[src/rtl/settings_bus_cmd_issuer.sv]
// Buffers address/data write commands in a small FIFO and replays them onto the
// settings bus as single-cycle strobes separated by at least GAP_CYCLES idle cycles.
module settings_bus_cmd_issuer #(
   parameter int AWIDTH     = 8,
   parameter int DWIDTH     = 32,
   parameter int FIFO_SIZE  = 3,
   parameter int GAP_CYCLES = 0
) (
   input  logic              clk,
   input  logic              rst,
   input  logic [AWIDTH-1:0] cmd_addr,
   input  logic [DWIDTH-1:0] cmd_data,
   input  logic              cmd_valid,
   output logic              cmd_ready,
   input  logic              hold,
   output logic              set_stb,
   output logic [AWIDTH-1:0] set_addr,
   output logic [DWIDTH-1:0] set_data,
   output logic [FIFO_SIZE:0] occupancy,
   output logic [15:0]       write_count,
   output logic              busy
);

   localparam int DEPTH = 1 << FIFO_SIZE;
   localparam logic [FIFO_SIZE:0] FULL_LEVEL = (FIFO_SIZE+1)'(DEPTH);
   localparam logic [3:0] GAP_LOAD = (GAP_CYCLES > 0) ? 4'(GAP_CYCLES - 1) : 4'd0;

   typedef enum logic [1:0] {
      IDLE,
      ISSUE,
      GAP
   } state_t;

   state_t state, state_nxt;
   logic [3:0] gap_cnt, gap_cnt_nxt;

   logic [AWIDTH-1:0] fifo_addr [DEPTH];
   logic [DWIDTH-1:0] fifo_data [DEPTH];
   logic [FIFO_SIZE-1:0] wr_ptr, rd_ptr;

   logic push;
   logic pop;
   logic can_start;

   // Ready depends only on the registered level, never on a same-cycle pop.
   assign cmd_ready = (occupancy != FULL_LEVEL);
   assign push      = cmd_valid && cmd_ready;
   assign can_start = (occupancy != '0) && !hold;
   assign busy      = (occupancy != '0) || (state != IDLE);

   always_comb begin
      // NOTE: defaults first so every path assigns each output and no latch is inferred.
      state_nxt   = state;
      gap_cnt_nxt = gap_cnt;
      pop         = 1'b0;
      unique case (state)
         IDLE: begin
            if (can_start) begin
               pop       = 1'b1;
               state_nxt = ISSUE;
            end
         end
         ISSUE: begin
            if (GAP_CYCLES == 0) begin
               if (can_start) begin
                  pop = 1'b1;
               end else begin
                  state_nxt = IDLE;
               end
            end else begin
               state_nxt   = GAP;
               gap_cnt_nxt = GAP_LOAD;
            end
         end
         GAP: begin
            // The last gap cycle may launch the next strobe, so the period is exactly 1+GAP_CYCLES.
            if (gap_cnt != 4'd0) begin
               gap_cnt_nxt = gap_cnt - 4'd1;
            end else if (can_start) begin
               pop       = 1'b1;
               state_nxt = ISSUE;
            end else begin
               state_nxt = IDLE;
            end
         end
         default: state_nxt = IDLE;
      endcase
   end

   // NOTE: non-blocking assignments so every register samples pre-edge values.
   always_ff @(posedge clk) begin
      if (rst) begin
         state       <= IDLE;
         gap_cnt     <= 4'd0;
         wr_ptr      <= '0;
         rd_ptr      <= '0;
         occupancy   <= '0;
         set_stb     <= 1'b0;
         set_addr    <= '0;
         set_data    <= '0;
         write_count <= 16'd0;
      end else begin
         state   <= state_nxt;
         gap_cnt <= gap_cnt_nxt;
         set_stb <= pop;
         if (push) begin
            wr_ptr <= wr_ptr + 1'b1;
         end
         if (pop) begin
            rd_ptr      <= rd_ptr + 1'b1;
            set_addr    <= fifo_addr[rd_ptr];
            set_data    <= fifo_data[rd_ptr];
            write_count <= write_count + 16'd1;
         end
         unique case ({push, pop})
            2'b10:   occupancy <= occupancy + 1'b1;
            2'b01:   occupancy <= occupancy - 1'b1;
            default: occupancy <= occupancy;
         endcase
      end
   end

   // NOTE: payload storage is not reset; pointers and occupancy alone define validity.
   always_ff @(posedge clk) begin
      if (push) begin
         fifo_addr[wr_ptr] <= cmd_addr;
         fifo_data[wr_ptr] <= cmd_data;
      end
   end

endmodule

[config.mk]
export PLATFORM = sky130hd
export DESIGN_NAME = settings_bus_cmd_issuer
export DESIGN_NICKNAME = d
export VERILOG_FILES = /design/src/rtl/settings_bus_cmd_issuer.sv
export SDC_FILE = /design/constraint.sdc
export NUM_CORES = 1
export LEC_CHECK = 0
export ABC_AREA = 1
export CAP_MARGIN = 25
export CORE_MARGIN = 4
export CORE_UTILIZATION = 53
export DETAILED_ROUTE_END_ITERATION = 7
export GPL_ROUTABILITY_DRIVEN = 0
export PLACE_DENSITY = 0.8
export SYNTH_ARGS = -nofsm -noshare
export SYNTH_HDL_FRONTEND = slang
export SYNTH_SLANG_ARGS = --single-unit
[constraint.sdc]
create_clock -name clk -period 3.2 [get_ports clk]
set_clock_uncertainty 0.05 [all_clocks]
set_input_delay 0.8 -clock clk [delete_from_list [all_inputs] [get_ports clk]]
set_output_delay 0.8 -clock clk [all_outputs]
set_load 0.005 [all_outputs]
# ---- Yosys cells after proc, flatten, opt, wreduce, memory -nomap -nowiden
# Memory sizes are Yosys's and may differ from the RTL's. A register that Yosys moved wholly into a read port is not among the register bits.
# Index checks and enable logic that the tools add are counted.
dict set report totals {
  input_bits 44
  elab_cells 46
  mem_bits_rw 320
  output_inout_bits 63
  n_memories 2
  reg_bits 33
}
# memory depth word_bits rd rd_clocked_by_memory_dff wr line_no
set memory_table {}
lappend memory_table {fifo_data 8 32 1 1 1 38} ;# logic [DWIDTH-1:0] fifo_data [DEPTH];
lappend memory_table {fifo_addr 8 8 1 1 1 37} ;# logic [AWIDTH-1:0] fifo_addr [DEPTH];
dict set report classes {
  n_eq_ne 8
  muxes 11
  n_addsub 6
  reduce_logical 12
}
# operator n
set op_table {}
lappend op_table {{adder 16 x 1 -> 16 bit, second input constant} 1}
lappend op_table {{one-hot mux 4 bit (2 select lines)} 1}
lappend op_table {{nonzero test 4 bit} 2}
lappend op_table {{subtractor 4 x 1 -> 4 bit, second input constant} 2}
lappend op_table {{adder 3 x 1 -> 3 bit, second input constant} 2}
lappend op_table {{two-way mux 2 bit} 3}
lappend op_table {{inequality test 2 bit, second input constant} 3}
lappend op_table {{one-hot mux 2 bit (3 select lines)} 1}
lappend op_table {{two-way mux 1 bit} 5}
lappend op_table {{adder 4 x 1 -> 4 bit, second input constant} 1}
lappend op_table {{equality test 2 x 1 -> 1 bit, second input constant} 2}
lappend op_table {{equality test 2 bit, second input constant} 2}
lappend op_table {{inequality test 4 bit, second input constant} 1}
lappend op_table {{nonzero test 2 bit} 2}
lappend op_table {{AND reduction 3 bit} 1}
lappend op_table {{logical AND 1 bit} 2}
lappend op_table {{zero test 2 bit} 1}
lappend op_table {{one-hot mux 1 bit (2 select lines)} 1}
lappend op_table {{AND reduction 2 bit} 1}
lappend op_table {{OR reduction 2 bit} 1}
lappend op_table {{zero test 1 bit} 1}
lappend op_table {{logical OR 1 bit} 1}

# ---- Logic depth before layout (Yosys ltp)
# Gate-level depths: netlist of the first run.
dict set report logic_depth {
  depth_word 7
  depth_mapped 16
  depth_no_buf 14
}

# ---- Least setup slack after synthesis of the first run
# Ideal clock, no wire load.
dict set report synth_timing {
  path_type {input to register}
  start {input cmd_valid}
  end {memory fifo_addr[1][0], enable pin}
  path_stages 4
  t_arrival_ns 2.798
  n_path_buf 0
  slack_ns -0.085
  cell_sequence {nand2_1 nor2_1 inv_1 nor2_1}
}
dict set report synth_between {
  elab_chain_len 3
}
# item line_no
set synth_rtl {}
lappend synth_rtl {{from (decl)} 13} ;# input logic cmd_valid,
lappend synth_rtl {{logical AND 1 bit} 47} ;# assign push = cmd_valid && cmd_ready;
lappend synth_rtl {{two-way mux 1 bit} 125} ;# if (push) begin
lappend synth_rtl {{two-way mux 1 bit (not written as such)} 126} ;# fifo_addr[wr_ptr] <= cmd_addr;
lappend synth_rtl {{to (decl)} 37}
# Every way passes these cells.

# ---- Worst setup path after layout of the first run
dict set report layout_timing {
  start {register occupancy[0]}
  end {output busy}
}
dict set report layout_between {
  elab_chain_len 2
}
# item line_no
set layout_rtl {}
lappend layout_rtl {{from (decl)} 19} ;# output logic [FIFO_SIZE:0] occupancy,
lappend layout_rtl {{from (signal assigned)} 116} ;# 2'b10: occupancy <= occupancy + 1'b1;
lappend layout_rtl {{from (signal assigned)} 117} ;# 2'b01: occupancy <= occupancy - 1'b1;
lappend layout_rtl {{from (signal assigned)} 118} ;# default: occupancy <= occupancy;
lappend layout_rtl {{nonzero test 4 bit} 49} ;# assign busy = (occupancy != '0) || (state != IDLE);
lappend layout_rtl {{logical OR 1 bit} 49}
lappend layout_rtl {{to (decl)} 21} ;# output logic busy
# Every way passes these cells.

==> impl_metrics.tcl, run 1 <==
set metrics [dict create \
    gr-max-usage-layer "met2" \
    drtAntennaViolNets 0 \
    dr_total_vias 10092 \
    dpl-instance-area_um2 16900 \
    async_flop_share 0 \
    clockBufferDepth 3 \
    syn_area_um2 15400 \
    finalCritPeriodShare 0.847 \
    rsz0062_at_grt "no" \
    met2_usage 0.344 \
    outcome "finished, final reports clean" \
    met1_usage 0.269 \
    final_area_um2 18100 \
    worstSetupEndpointType "primary output" \
    dpl.hpwl_um 17800 \
    yosys_warnings 0 \
    io_pins 107 \
    multiInputGateArea_um2 3670 \
    fin_util 0.631 \
    ctsResizeCount 0 \
    yosysUniqueCellTypes 30 \
    instances_no_fill 1839 \
    cts_root_buffer "clkbuf_16" \
    max_freq_ghz 0.369 \
    post-place-cells 1769 \
    path_max_fanout 5 \
    grt_util_all_layers 0.201 \
    rows 62 \
    insertion_delay_ns 0.52 \
    period_minus_slack_ns 2.71 \
    routed_wl_um 32100 \
    die_w_um 179 \
    worstMarginPinSlew_ns 1.00 \
    via_per_inst 5.49 \
    cp.buffers_inverters 1 \
    final-hold-violation-count 0 \
    holdBufCountCts 0 \
    syn_avg_cell_area_um2 11.5 \
    p_per_area_nw_per_um2 763 \
    start_util 0.537 \
    area_growth_pct 17.5 \
    grt-ovfl-total 0 \
    antenna_cells 0 \
    grt_pass1_vias 9718 \
    synth-seq-cells 388 \
    irDropWorstVdd_uv 532 \
    drive_above_1_share 0.0722 \
    slew_headroom 0.329 \
    cp.arrival_ns 1.86 \
    setup_viol 0 \
    io_buffers 106 \
    critical_path.top_delay_family "simple AND/OR/NAND/NOR gates" \
    finalPower_mw 13.8 \
    core_um2 28700 \
    crit_chain "nor2_2, nand2_2, or2_2, clkdlybuf4s50_1" \
    clk_pin_slew_ns 0.06 \
    synthesis.nets 1385 \
    grt_pass1_wl_um 51000 \
    cp_slowest_cell "clkdlybuf4s50_1" \
    drc 0 \
    worstHoldPathType "reg -> reg" \
    die_h_um 179 \
    cts_tree "yes" \
    cts_setup_buffers 0 \
    cpPeakStageDelay_ns 0.44 \
    synth-seq-area-share 0.712 \
    crit_type "reg -> out" \
    drt_iter0_markers 999 \
    netlist_instances 1335 \
    die_area_um2 31900 \
    drt-wirelength-per-cell_um 17.5 \
    cap_violations 0 \
    cts-buffers-inserted 38 \
    htree_levels 2 \
    synth_ff_type "edfxtp_1" \
    synth_edf_count 320 \
    grt_max_degree 144 \
    crit_path_start_kind "flop" \
    p_leak_nw 6.39 \
    regArea_um2 11000 \
    antenna_found_initial 0 \
    fin_nets 1475 \
    dr.pass1.iters 5 \
    clock_sinks 388 \
    required_ns 2.35 \
    fillers 2050 \
    slew_violations 0 \
    grt_use_met3 0.0360 \
]
==> path summary, 6_finish.rpt <==
kind | startpoint | endpoint | slack, ns | cells past startpoint
worst max-delay path | occupancy[0] | busy | 0.49 | 4
worst min-delay path | wr_ptr[0] | wr_ptr[0] | 0.44 | 2
worst max register to register | occupancy[0] | occupancy[2] | 0.98 | 12
worst min register to register | wr_ptr[0] | wr_ptr[0] | 0.44 | 2
==> cell families after synthesis <==
logic type / Yosys count / share of synthesized area
compound gates: 271 / 0.0993
fa+ha+maj: 6 / 0.00487
simple gates: 484 / 0.128
flops: 388 / 0.712
xor+xnor: 3 / 0.00171
buf+inv: 183 / 0.0538
==> report_power, final <==
group          switching (mW)  internal, mW
logic                    1.98          1.28
clock network            1.83          2.53
registers               0.244          5.94
total                    4.05          9.75
==> cell usage in the layout (no fill, tap or decap), types with 2 or more instances in the layout <==
cell type	synthesis	layout
clkbuf_1	25	8
clkbuf_2	0	2
o21ai_0	116	116
inv_4	0	2
buf_12	0	9
clkdlybuf4s50_1	0	106
nor3_1	5	5
edfxtp_1	320	320
nor2_2	2	2
inv_6	0	2
a21oi_1	54	54
nor2_4	1	9
nand3_1	94	94
o211ai_1	67	67
clkinv_2	0	3
xnor2_1	2	2
o21a_1	2	2
nand4_1	4	4
ha_1	6	6
nand2_1	150	150
o21ai_1	31	31
bufinv_16	0	2
buf_4	19	13
dfxtp_1	68	66
nor2_1	224	216
inv_2	3	4
clkinvlp_4	0	6
clkbuf_8	0	6
clkbuf_16	0	38
inv_1	101	100
==> worst min-delay path, delay by kind of cell (launching register included) <==
| family | cells | cell delay [ns] |
|---|---|---|
| flops | 1 | 0.33 |
| simple gates | 1 | 0.07 |
| compound gates | 1 | 0.05 |
==> state kept, by name, indices dropped and copies added (netlist names), 3 cells and up <==
name / count
set_addr: 8
write_count: 16
rd_ptr: 3
wr_ptr: 3
fifo_addr: 64
fifo_data: 256
occupancy: 4
set_data: 32
==> synthesized netlist by cell type, types with 6 or more instances <==
cell type,count,area share
inv_1,101,0.025
o21ai_0,116,0.038
ha_1,6,0.0049
buf_2,27,0.0088
nor2_1,224,0.055
nand3_1,94,0.031
clkbuf_1,25,0.0061
o211ai_1,67,0.033
nand2_1,150,0.037
a21oi_1,54,0.018
buf_4,19,0.0093
dfxtp_1,68,0.088
o21ai_1,31,0.010
edfxtp_1,320,0.62
==> metrics by stage <==
stage | setup slack, ns | TNS [ns] | hold slack (ns)
5_1_grt | 0.409 | 0 | 0.475
3_5_place_dp | 0.418 | 0 | 0.435
2_1_floorplan | -0.0852 | -13.64 | 0.408
3_3_place_gp | 0.476 | 0 | 0.430
4_1_cts | 0.472 | 0 | 0.447
6_report | 0.491 | 0 | 0.442
==> layout make-up <==
cell class                 instances  share of cell area
timing repair buffer             128              0.0739
tap                              384              0.0265
multi-input combinational        764               0.203
sequential                       388               0.606
clock inverter                    16             0.00933
clock buffer                      54              0.0593
inverter                         105              0.0219
==> routing by layer <==
metal,vias up,wire (um)
met5,-,0
met4,0,582
met3,48,2440
met2,409,16000
met1,4804,13100
li1,4831,-
No activity file was read; power rests on OpenSTA's default activity.
==> inputs of run 2 (changes only) <==
--- a/config.mk
+++ b/config.mk
@@ -8,10 +8,10 @@
 export ABC_AREA = 1
 export CAP_MARGIN = 25
 export CORE_MARGIN = 4
-export CORE_UTILIZATION = 53
+export CORE_UTILIZATION = 59
 export DETAILED_ROUTE_END_ITERATION = 7
 export GPL_ROUTABILITY_DRIVEN = 0
-export PLACE_DENSITY = 0.8
+export PLACE_DENSITY = 0.84
 export SYNTH_ARGS = -nofsm -noshare
 export SYNTH_HDL_FRONTEND = slang
 export SYNTH_SLANG_ARGS = --single-unit
==> constraint.sdc (replaced) <==
create_clock -name clk -period 2.7 [get_ports clk]
set_clock_uncertainty 0.05 [all_clocks]
set_input_delay 0.675 -clock clk [delete_from_list [all_inputs] [get_ports clk]]
set_output_delay 0.675 -clock clk [all_outputs]
set_load 0.005 [all_outputs]
==> impl_metrics.tcl, run 2 (synthesis results as in run 1) <==
set metrics [dict create \
    outcome "finished, final reports clean" \
    drt-wirelength-per-cell_um 19.3 \
    grt_pass1_wl_um 54500 \
    worstSetupEndpointType "primary output" \
    largest_reg_flops 256 \
    max_freq_ghz 0.389 \
    core_um2 25500 \
    drive_above_1_share 0.0750 \
    path_max_fanout 5 \
    p_leak_nw 6.48 \
    fin_hold_ws_ns 0.437 \
    p_per_area_nw_per_um2 915 \
    cts_tree "yes" \
    clk_pin_slew_ns 0.06 \
    die_h_um 170 \
    htree_levels 2 \
    drtAntennaViolNets 0 \
    drt_iter0_markers 1210 \
    setup_viol 0 \
    grt_pass1_vias 10352 \
    final_common_cell "edfxtp_1" \
    grt_max_degree 229 \
    cp.arrival_ns 1.85 \
    fin_util 0.714 \
    rows 58 \
    cp.buffers_inverters 1 \
    cts-buffers-inserted 39 \
    routed_wl_um 34600 \
    crit_path_start_kind "flop" \
    holdBufCountCts 0 \
    dr_total_vias 10456 \
    clock_sinks 388 \
    multiInputGateArea_um2 3670 \
    io_buffers 106 \
    worstHoldPathType "reg -> reg" \
    die_w_um 170 \
    dr.pass1.iters 5 \
    grt-ovfl-total 0 \
    required_ns 1.98 \
    worstMarginPinSlew_ns 1.12 \
    finalCritPeriodShare 0.952 \
    antenna_cells 0 \
    cts_root_buffer "clkbuf_16" \
    rsz0062_at_grt "no" \
    regMostFlops "fifo_data" \
    slew_violations 0 \
    slew_headroom 0.252 \
    fillers 1577 \
    cp_slowest_cell "clkdlybuf4s50_1" \
    period_minus_slack_ns 2.57 \
    ctsResizeCount 0 \
    cap_violations 0 \
    critical_path.top_delay_family "simple AND/OR/NAND/NOR gates" \
    crit_chain "nor2_2, nand2_2, or2_2, clkdlybuf4s50_1" \
    cts_setup_buffers 0 \
    io_pins 107 \
    clockBufferDepth 3 \
    insertion_delay_ns 0.53 \
    via_per_inst 5.82 \
    antenna_found_initial 1 \
    die_area_um2 28800 \
    final-hold-violation-count 0 \
    irDropWorstVdd_uv 744 \
    drc 0 \
    crit_type "reg -> out" \
    regArea_um2 11000 \
    start_util 0.605 \
    grt_util_all_layers 0.238 \
    area_growth_pct 18.0 \
    fin_nets 1485 \
    top_regs "fifo_data x256, fifo_addr x64, set_data x32" \
    cpPeakStageDelay_ns 0.44 \
    mostFrequentLayoutCells "320 x edfxtp_1, 216 x nor2_1, 150 x nand2_1, 116 x o21ai_0, 106 x clkdlybuf4s50_1" \
    dpl.hpwl_um 19500 \
]
-- run 2: worst reg2reg max path, cell delays in order, from the launching register on --
cell     delay, ns
dfxtp_1       0.37
nor2_2        0.16
nand3_1       0.13
nand2_1       0.23
ha_1          0.27
nand2_1       0.07
inv_1         0.08
nor2_1        0.06
ha_1          0.19
a21oi_1       0.15
xnor2_1       0.09
o21ai_0       0.15
inv_1         0.05
-- run 2: path summary, 6_finish.rpt --
check / cells past startpoint / slack, ns / endpoint / startpoint
max: 4 / 0.13 / busy / occupancy[0]
min: 2 / 0.44 / wr_ptr[0] / wr_ptr[0]
max reg2reg: 12 / 0.55 / occupancy[2] / occupancy[0]
min reg2reg: 2 / 0.44 / wr_ptr[0] / wr_ptr[0]
-- run 2: metal layers --
metal  vias up  share of wire  global-route usage  wire length (um)
met2       463           0.50               0.404             17400
met1      5061           0.40               0.320             13800
met3        66          0.076              0.0382              2640
met4         2          0.022              0.0700               745
li1       4864              -                   -                 -
met5         -        0.00020                   0                 7
-- run 2: power by group --
group          total (mW)  switching, mW  leakage, nW  internal (mW)
Sequential           7.30          0.257         3.46           7.04
Clock                5.32           2.20        0.627           3.12
Combinational        4.02           2.46         2.39           1.56
-- run 2: per-stage QoR --
| step | setup TNS, ns | power, mW | instance area [um^2] | instances | setup WS [ns] |
|---|---|---|---|---|---|
| global placement | 0 | 11.2 | 16900 | 1724 | 0.175 |
| detailed placement | 0 | 11.3 | 16900 | 1724 | 0.106 |
| finish | 0 | 16.6 | 18200 | 1796 | 0.129 |
| global route | 0 | 17.4 | 18200 | 1796 | 0.0620 |
| CTS | 0 | 16.7 | 18200 | 1796 | 0.114 |
| floorplan | -73.64 | 9.96 | 15400 | 1335 | -0.460 |
-- run 2: layout make-up --
| class | count | share of cell area |
|---|---|---|
| sequential | 388 | 0.604 |
| multi-input combinational | 764 | 0.202 |
| timing repair buffer | 137 | 0.0801 |
| clock buffer | 54 | 0.0596 |
| tap | 330 | 0.0227 |
| inverter | 105 | 0.0219 |
| clock inverter | 18 | 0.0103 |
==> inputs of run 3 (changes only) <==
--- a/config.mk
+++ b/config.mk
@@ -7,11 +7,11 @@
 export LEC_CHECK = 0
 export ABC_AREA = 1
 export CAP_MARGIN = 25
-export CORE_MARGIN = 4
-export CORE_UTILIZATION = 59
+export CORE_UTILIZATION = 60
 export DETAILED_ROUTE_END_ITERATION = 7
+export DONT_BUFFER_PORTS = 1
 export GPL_ROUTABILITY_DRIVEN = 0
-export PLACE_DENSITY = 0.84
+export PLACE_DENSITY = 0.8
 export SYNTH_ARGS = -nofsm -noshare
 export SYNTH_HDL_FRONTEND = slang
 export SYNTH_SLANG_ARGS = --single-unit
==> impl_metrics.tcl, run 3 (synthesis results as in run 1) <==
set metrics [dict create \
    reg2reg_slack_ns 0.35 \
    antenna_found_initial 0 \
    path_max_fanout 8 \
    routed_wl_um 32700 \
    drive_above_1_share 0.0783 \
    worst-r2r-cell-count 12 \
    crit_chain "nor2_2, nand3_1, nand2_1, ha_1, nand2_1, inv_1, nor2_1, ha_1, a21oi_1, xnor2_1, o21ai_0, inv_1" \
    drt_iter0_markers 1056 \
    io_buffers 0 \
    cp.arrival_ns 2.70 \
    rows 58 \
    clockBufferDepth 3 \
    cts_tree "yes" \
    drc 0 \
    worstMarginPinSlew_ns 0.640 \
    fin_hold_ws_ns 0.179 \
    dr_total_vias 9794 \
    pre_cts_slack_ns 0.374 \
    via_per_inst 5.82 \
    dpl.hpwl_um 17900 \
    holdBufCountCts 0 \
    clock_sinks 388 \
    irDropWorstVdd_uv 619 \
    finalCritPeriodShare 0.871 \
    largest_reg_flops 256 \
    grt_pass1_vias 9573 \
    grt_util_all_layers 0.253 \
    die_h_um 162 \
    p_leak_nw 6.05 \
    p_per_area_nw_per_um2 926 \
    worst_slack_ns 0.347 \
    final-hold-violation-count 0 \
    drtAntennaViolNets 0 \
    worstSetupEndpointType "flop" \
    max_freq_ghz 0.425 \
    fillers 1644 \
    grt_max_degree 104 \
    antenna_cells 0 \
    grt-ovfl-total 0 \
    rsz0062_at_grt "no" \
    cts_root_buffer "clkbuf_16" \
    setup_viol 0 \
    cp_slowest_cell "dfxtp_1" \
    r2r_start "occupancy[1]" \
    outcome "finished, final reports clean" \
    period_minus_slack_ns 2.35 \
    cts_setup_buffers 0 \
    cpPeakStageDelay_ns 0.39 \
    cts-buffers-inserted 37 \
    final_common_cell "edfxtp_1" \
    dr.pass1.iters 6 \
    drt-wirelength-per-cell_um 19.4 \
    regMostFlops "fifo_data" \
    mostFrequentLayoutCells "320 x edfxtp_1, 216 x nor2_1, 150 x nand2_1, 116 x o21ai_0, 100 x inv_1" \
    fin_nets 1377 \
    core_um2 25200 \
    hold_depth 1 \
    tns_ns 0 \
    start_util 0.612 \
    insertion_delay_ns 0.52 \
    required_ns 3.05 \
    io_pins 107 \
    r2r_end "occupancy[2]" \
    grt_pass1_wl_um 51000 \
    top_regs "fifo_data x256, fifo_addr x64, set_data x32" \
    clk_pin_slew_ns 0.06 \
    htree_levels 2 \
    worstHoldPathType "in -> reg" \
    crit_path_start_kind "flop" \
    area_growth_pct 10.4 \
    hold_end "set_stb" \
    die_w_um 162 \
    hp-start "rst" \
    die_area_um2 26300 \
    slew_headroom 0.573 \
    crit_type "reg -> reg" \
    slew_violations 0 \
    fin_util 0.676 \
    cap_violations 0 \
    ctsResizeCount 0 \
]
[run 3: layout make-up]
type                            count  area [um^2]  share of cell area
Sequential cell                   388        11000               0.645
Inverter                          105          397              0.0233
Timing Repair Buffer               31          370              0.0218
Clock buffer                       53         1080              0.0634
Tap cell                          330          413              0.0243
Multi-Input combinational cell    764         3670               0.216
Clock inverter                     13          115             0.00676
[run 3: routing by layer]
layer / global-route usage / vias up / share of wire
met5: 0 / - / 0
li1: - / 4632 / -
met3: 0.0554 / 67 / 0.089
met4: 0.0918 / 0 / 0.023
met2: 0.419 / 408 / 0.49
met1: 0.330 / 4687 / 0.40
[run 3: worst max-delay path by stage]
stage | from | endpoint | cells after the start
after floorplan | cmd_valid | fifo_addr[1][0] | 4
after global placement | occupancy[0] | fifo_data[7][21] | 7
after detailed placement | occupancy[1] | occupancy[2] | 12
after CTS | occupancy[1] | occupancy[2] | 12
after global routing | occupancy[0] | occupancy[2] | 12
final | occupancy[1] | occupancy[2] | 12
[run 3: per-stage QoR]
step / power (mW) / cell area (um^2) / std cells
floorplan: 9.96 / 15400 / 1335
global placement: 10.6 / 15800 / 1618
detailed placement: 10.7 / 15800 / 1618
CTS: 15.8 / 17000 / 1684
global route: 16.5 / 17000 / 1684
finish: 15.8 / 17000 / 1684
[run 3: critical path: cells and delay by family, from the launching register on]
kind / cells / cell delay, ns
xor+xnor: 1 / 0.10
simple gates: 5 / 0.74
compound gates: 2 / 0.36
buf+inv: 2 / 0.15
fa+ha+maj: 2 / 0.45
flops: 1 / 0.39
[run 3: report_power, final]
group,leakage [nW],switching [mW],internal [mW]
Sequential,3.46,0.353,7.04
Combinational,2.00,2.21,1.08
Clock,0.593,2.10,2.98
